File: src/rtl/mem_arb_pkg.sv
// Shared types and constants for the two-port memory arbiter.
// Used by mem_arbiter and mem_arb_pick.
package mem_arb_pkg;

  localparam int MEM_ADDR_W = 32;
  localparam int MEM_DATA_W = 256;

  typedef enum logic [1:0] {
    IDLE = 2'd0,
    GNT0 = 2'd1,
    GNT1 = 2'd2
  } arb_state_e;

  localparam logic [1:0] GRANT_NONE = 2'b00;
  localparam logic [1:0] GRANT_P0   = 2'b01;
  localparam logic [1:0] GRANT_P1   = 2'b10;

endpackage

File: src/rtl/mem_arb_pick.sv
// Combinational winner selection for the memory arbiter.
// MEM_ARB_RR_EN selects round-robin tie-break; otherwise port 1 always wins ties.
module mem_arb_pick
  import mem_arb_pkg::*;
(
  input  logic       req0_i,
  input  logic       req1_i,
  input  logic       last_i,
  output logic [1:0] win_o
);

  logic tie_pick1;

`ifdef MEM_ARB_RR_EN
  // The port that was not granted last wins a tie.
  assign tie_pick1 = ~last_i;
`else
  logic unused_last;
  assign unused_last = last_i;
  assign tie_pick1   = 1'b1;
`endif

  always_comb begin
    win_o = GRANT_NONE;
    if (req0_i && req1_i) begin
      win_o = tie_pick1 ? GRANT_P1 : GRANT_P0;
    end else if (req0_i) begin
      win_o = GRANT_P0;
    end else if (req1_i) begin
      win_o = GRANT_P1;
    end
  end

endmodule

File: src/rtl/mem_arbiter.sv
// Two-port arbiter sharing one line-wide memory between I-cache (port 0) and D-cache (port 1).
// Optional feature macro: MEM_ARB_RR_EN (round-robin tie-break instead of fixed port-1 priority).
module mem_arbiter
  import mem_arb_pkg::*;
#(
  parameter int ADDR_W = MEM_ADDR_W,
  parameter int DATA_W = MEM_DATA_W
) (
  input  logic              clk_i,
  input  logic              rst_i,
  input  logic              m0_enable_i,
  input  logic              m0_write_i,
  input  logic [ADDR_W-1:0] m0_addr_i,
  input  logic [DATA_W-1:0] m0_data_i,
  output logic [DATA_W-1:0] m0_data_o,
  output logic              m0_ack_o,
  input  logic              m1_enable_i,
  input  logic              m1_write_i,
  input  logic [ADDR_W-1:0] m1_addr_i,
  input  logic [DATA_W-1:0] m1_data_i,
  output logic [DATA_W-1:0] m1_data_o,
  output logic              m1_ack_o,
  output logic              mem_enable_o,
  output logic              mem_write_o,
  output logic [ADDR_W-1:0] mem_addr_o,
  output logic [DATA_W-1:0] mem_data_o,
  input  logic [DATA_W-1:0] mem_data_i,
  input  logic              mem_ack_i,
  output logic [1:0]        grant_o,
  output logic              busy_o
);

  arb_state_e state_q, state_d;
  logic       last_gnt;
  logic [1:0] win;

`ifdef MEM_ARB_RR_EN
  logic last_q, last_d;

  // Only a completed transfer updates the history; an abort leaves it alone.
  always_comb begin
    last_d = last_q;
    if (mem_ack_i && (state_q == GNT0)) last_d = 1'b0;
    if (mem_ack_i && (state_q == GNT1)) last_d = 1'b1;
  end

  always_ff @(posedge clk_i or negedge rst_i) begin
    if (!rst_i) last_q <= 1'b1;
    else        last_q <= last_d;
  end

  assign last_gnt = last_q;
`else
  assign last_gnt = 1'b1;
`endif

  mem_arb_pick u_pick (
    .req0_i (m0_enable_i),
    .req1_i (m1_enable_i),
    .last_i (last_gnt),
    .win_o  (win)
  );

  always_ff @(posedge clk_i or negedge rst_i) begin
    if (!rst_i) state_q <= IDLE;
    else        state_q <= state_d;
  end

  // Every grant returns through IDLE, giving the requester one cycle to drop its enable.
  always_comb begin
    state_d      = state_q;
    grant_o      = GRANT_NONE;
    mem_enable_o = 1'b0;
    mem_write_o  = 1'b0;
    mem_addr_o   = '0;
    mem_data_o   = '0;
    m0_ack_o     = 1'b0;
    m1_ack_o     = 1'b0;
    unique case (state_q)
      IDLE: begin
        if (win == GRANT_P0)      state_d = GNT0;
        else if (win == GRANT_P1) state_d = GNT1;
      end
      GNT0: begin
        grant_o      = GRANT_P0;
        mem_enable_o = m0_enable_i;
        mem_write_o  = m0_write_i;
        mem_addr_o   = m0_addr_i;
        mem_data_o   = m0_data_i;
        m0_ack_o     = mem_ack_i;
        if (mem_ack_i || !m0_enable_i) state_d = IDLE;
      end
      GNT1: begin
        grant_o      = GRANT_P1;
        mem_enable_o = m1_enable_i;
        mem_write_o  = m1_write_i;
        mem_addr_o   = m1_addr_i;
        mem_data_o   = m1_data_i;
        m1_ack_o     = mem_ack_i;
        if (mem_ack_i || !m1_enable_i) state_d = IDLE;
      end
      default: state_d = IDLE;
    endcase
  end

  assign busy_o    = (state_q != IDLE);
  assign m0_data_o = mem_data_i;
  assign m1_data_o = mem_data_i;

endmodule

File: config.mk
export PLATFORM = sky130hd
export DESIGN_NAME = mem_arbiter
export DESIGN_NICKNAME = d
export VERILOG_FILES = /design/src/rtl/mem_arb_pkg.sv /design/src/rtl/mem_arb_pick.sv /design/src/rtl/mem_arbiter.sv
export SDC_FILE = /design/constraint.sdc
export NUM_CORES = 1
export LEC_CHECK = 0
export BUFFER_PORTS_ARGS = -buffer_cell sky130_fd_sc_hd__buf_2
export CAP_MARGIN = 10
export CORE_AREA = 4 4 640 642
export CTS_CLUSTER_DIAMETER = 120
export CTS_CLUSTER_SIZE = 14
export DETAILED_ROUTE_END_ITERATION = 10
export DIE_AREA = 0 0 644 646
export GPL_ROUTABILITY_DRIVEN = 0
export HOLD_SLACK_MARGIN = 0.05
export PLACE_DENSITY = 0.3
export SLEW_MARGIN = 20
export SYNTH_ARGS = -nofsm -noshare
export SYNTH_HDL_FRONTEND = slang
export SYNTH_SLANG_ARGS = --single-unit
File: constraint.sdc
create_clock -name clk_i -period 4.05 [get_ports clk_i]
set_input_delay 0 -clock clk_i [delete_from_list [all_inputs] [get_ports clk_i]]
set_output_delay 0 -clock clk_i [all_outputs]
set_load 0.02 [all_outputs]
==> flow_summary.json <==
{
  "powerDensity_nw_per_um2": 549.8,
  "synthXorXnorAreaFrac_pct": 0,
  "grt_max_degree": 130,
  "syn-cell-area_sq_um": 8673,
  "synthMuxAreaShare_pct": 0,
  "instances_no_fill": 7289,
  "slowest_delay_ns": 0.66,
  "cp_num_cells": 6,
  "top_regs": "state_q x2",
  "timing.fmax_ghz": 0.3078,
  "synth_edf_count": 0,
  "syn_avg_cell_area_sq_um": 7.186,
  "leakage_nw": 6.308,
  "synthTopCellsByCount": "buf_4, a22oi_1, nor2b_1",
  "whs_path_depth": 3,
  "ctsResizeCount": 0,
  "area_delta_synth_final_pct": 117.1,
  "worst_slew_pin_slew_ns": 1.205,
  "crit_family": "buffers and inverters",
  "finalSetupViolations": 0,
  "hp-start": "m1_enable_i",
  "start_kind": "flip-flop",
  "r2r-start": "state_q[1]",
  "skew_ns": 0.0002889,
  "grt_usage_pct": 13.39,
  "synth_compound_area_share_pct": 25.65,
  "viasPerCell": 2.009,
  "synth-adder-area-share_pct": 0.7213,
  "start_util_pct": 2.144,
  "min_to": "state_q[1]",
  "clkTransAtPathRegs_ns": 0.03,
  "highest_layer": "met5",
  "hold_viol_final": 0,
  "portBuffers": 877,
  "crit_chain": "inv_1, ha_4, buf_4, a22oi_1, nor2b_1, buf_2",
  "slew_headroom_pct": 19.40,
  "dr_wl_met3_mm": 54.10,
  "synthFlopType": "dfrtp_1",
  "synth_simple_gate_area_share_pct": 21.16,
  "status": "complete, no violations",
  "clock_path_buffers": 2,
  "ys_ff_latch": 2,
  "finalMaxSlewViolations": 0,
  "finalCritPeriodShare_pct": 80.22,
  "synth_top_family_by_area": "buffers and inverters",
  "cts-root-buf": "clkbuf_16",
  "die_w_um": 644,
  "endpoint_kind": "output port",
  "rsz0062_at_grt": "false",
  "coreArea_sq_um": 404600,
  "cp.required_ns": 4.05,
  "async_flop_share_pct": 100.0,
  "route.met2.wl_mm": 127.9,
  "synth_cells": 1207,
  "worstPathArrival_ns": 3.25,
  "ant_nets": 0,
  "grt_pass1_vias": 12800,
  "max_flop_register": "state_q",
  "cts.sinks": 2,
  "post-cts-setup-buffer-count": 0,
  "drive_above_1_share_pct": 52.93,
  "crit_buf_inv": 3,
  "yosysSeqAreaShare_pct": 0.5770,
  "dpl.hpwl_mm": 277.5,
  "vdd_ir_drop_max_uv": 488.6,
  "setup_tns_ns": 0,
  "r2r_cells": 6,
  "drt-pass1-iter-count": 5,
  "criticalPathCategory": "flip-flop to output port",
  "synth_top_area_cell": "buf_4",
  "maxCapViolations": 0,
  "synthTopCellsByArea": "buf_4, a22oi_1, nor2b_1",
  "dp_cells": 6944,
  "overflow": 0,
  "ys.warnings.count": 0,
  "ios": 1646,
  "antenna_found_initial": 430,
  "drcViolationCount": 0,
  "syn_nets": 2051,
  "wl_met1_mm": 101.0,
  "num_rows": 234,
  "critPathMaxFanout": 51,
  "cts_tree": "yes",
  "synthDistinctLibCells": 19,
  "htreeDepth": 1,
  "r2r_setup_slack_ns": 2.03,
  "wirelength_mm": 294.3,
  "grt_pass1_wl_mm": 322.4,
  "r2r_end": "state_q[0]",
  "die_area_sq_um": 416000,
  "clk_latency_ns": 0.22,
  "vias": 14640,
  "nNetsFinal": 2622,
  "hold_path_class": "input pin to flip-flop",
  "cts_buffers": 3,
  "largest_reg_flops": 2,
  "cp_slowest_cell": "nor2b_1",
  "synth_most_common_cell": "buf_4",
  "min_period_ns": 3.249,
  "wl_per_cell_um": 40.37,
  "first_iter_violations": 1402,
  "die_h_um": 646,
  "yosysTopAreaCellShare_pct": 45.01
}
[what timing repair did]
| item | 4_1_cts | 5_1_grt |
|---|---|---|
| endpoints found under the hold margin | 514 | 0 |
| hold buffers | 257 | 0 |
| endpoints found under the setup margin | 0 | 0 |
[per-layer routing]
layer  track usage, %  up-vias
met5           0.8238        -
met4            2.111      230
met3            11.14      917
met2            21.25     2109
met1            13.68     6516
li1                 -     4870
[worst min-delay path, delay by kind of cell]
family	cells	cell delay, ns
compound gates	1	0.08
simple gates	1	0.07
buf+inv	1	0.14
[final cells by class]
type	count	area [sq um]
clock buffers	3	75.07
flip-flops and latches	2	50.05
multi-input cells	594	4170
inverters	3	11.26
well taps	5428	6792
diodes	85	212.7
fillers	48380	385800
repair buffers	1174	7515
[cells in the final DEF, fill, tap and decap left out, types with 2 or more instances in the layout]
cell	instances
buf_2	877
nor2b_1	289
a22oi_1	287
dlygate4sd3_1	243
diode_2	85
buf_4	31
buf_12	23
inv_1	3
ha_4	3
clkbuf_16	3
a22oi_2	2
and2_1	2
o22ai_1	2
ha_1	2
dfrtp_1	2
[power breakdown]
| group | internal, mW | leakage (nW) | switching, mW | total, mW |
|---|---|---|---|---|
| registers | 0.0283 | 0.0257 | 0.0151 | 0.0434 |
| clock network | 0.126 | 0.0375 | 0.0223 | 0.148 |
| logic | 2.66 | 6.24 | 7.50 | 10.2 |
| total | 2.81 | 6.31 | 7.54 | 10.4 |
[through the flow]
step                hold slack [ns]  cell area, sq um  util (%)  power (mW)  worst slack (ns)
finish                       0.1231             18830     4.653       10.35            0.8010
global route                 0.1371             18670     4.615       11.14            0.6294
CTS                          0.1241             18610     4.600       10.85            0.6822
detailed placement          -0.1599             15830     3.911       9.705            0.9177
global placement            -0.1554             15830     3.911       9.767            0.9435
floorplan                   -0.2956              8673         -       4.957             2.556
[worst max-delay path by stage]
stage | startpoint | to | slack, ns
2_1_floorplan | state_q[1] | mem_addr_o[0] | 2.56
5_1_grt | state_q[1] | mem_data_o[162] | 0.63
6_report | state_q[1] | mem_data_o[228] | 0.80
3_3_place_gp | state_q[1] | mem_data_o[162] | 0.94
4_1_cts | state_q[1] | mem_data_o[162] | 0.68
3_5_place_dp | state_q[1] | mem_data_o[162] | 0.92
[cell families after synthesis]
family                     after synthesis
buffers and inverters                  611
adders and majority gates                5
DFF                                      2
AOI/OAI and AO/OA                      295
and+or+nand+nor                        294
No activity file was read; power rests on OpenSTA's default activity.
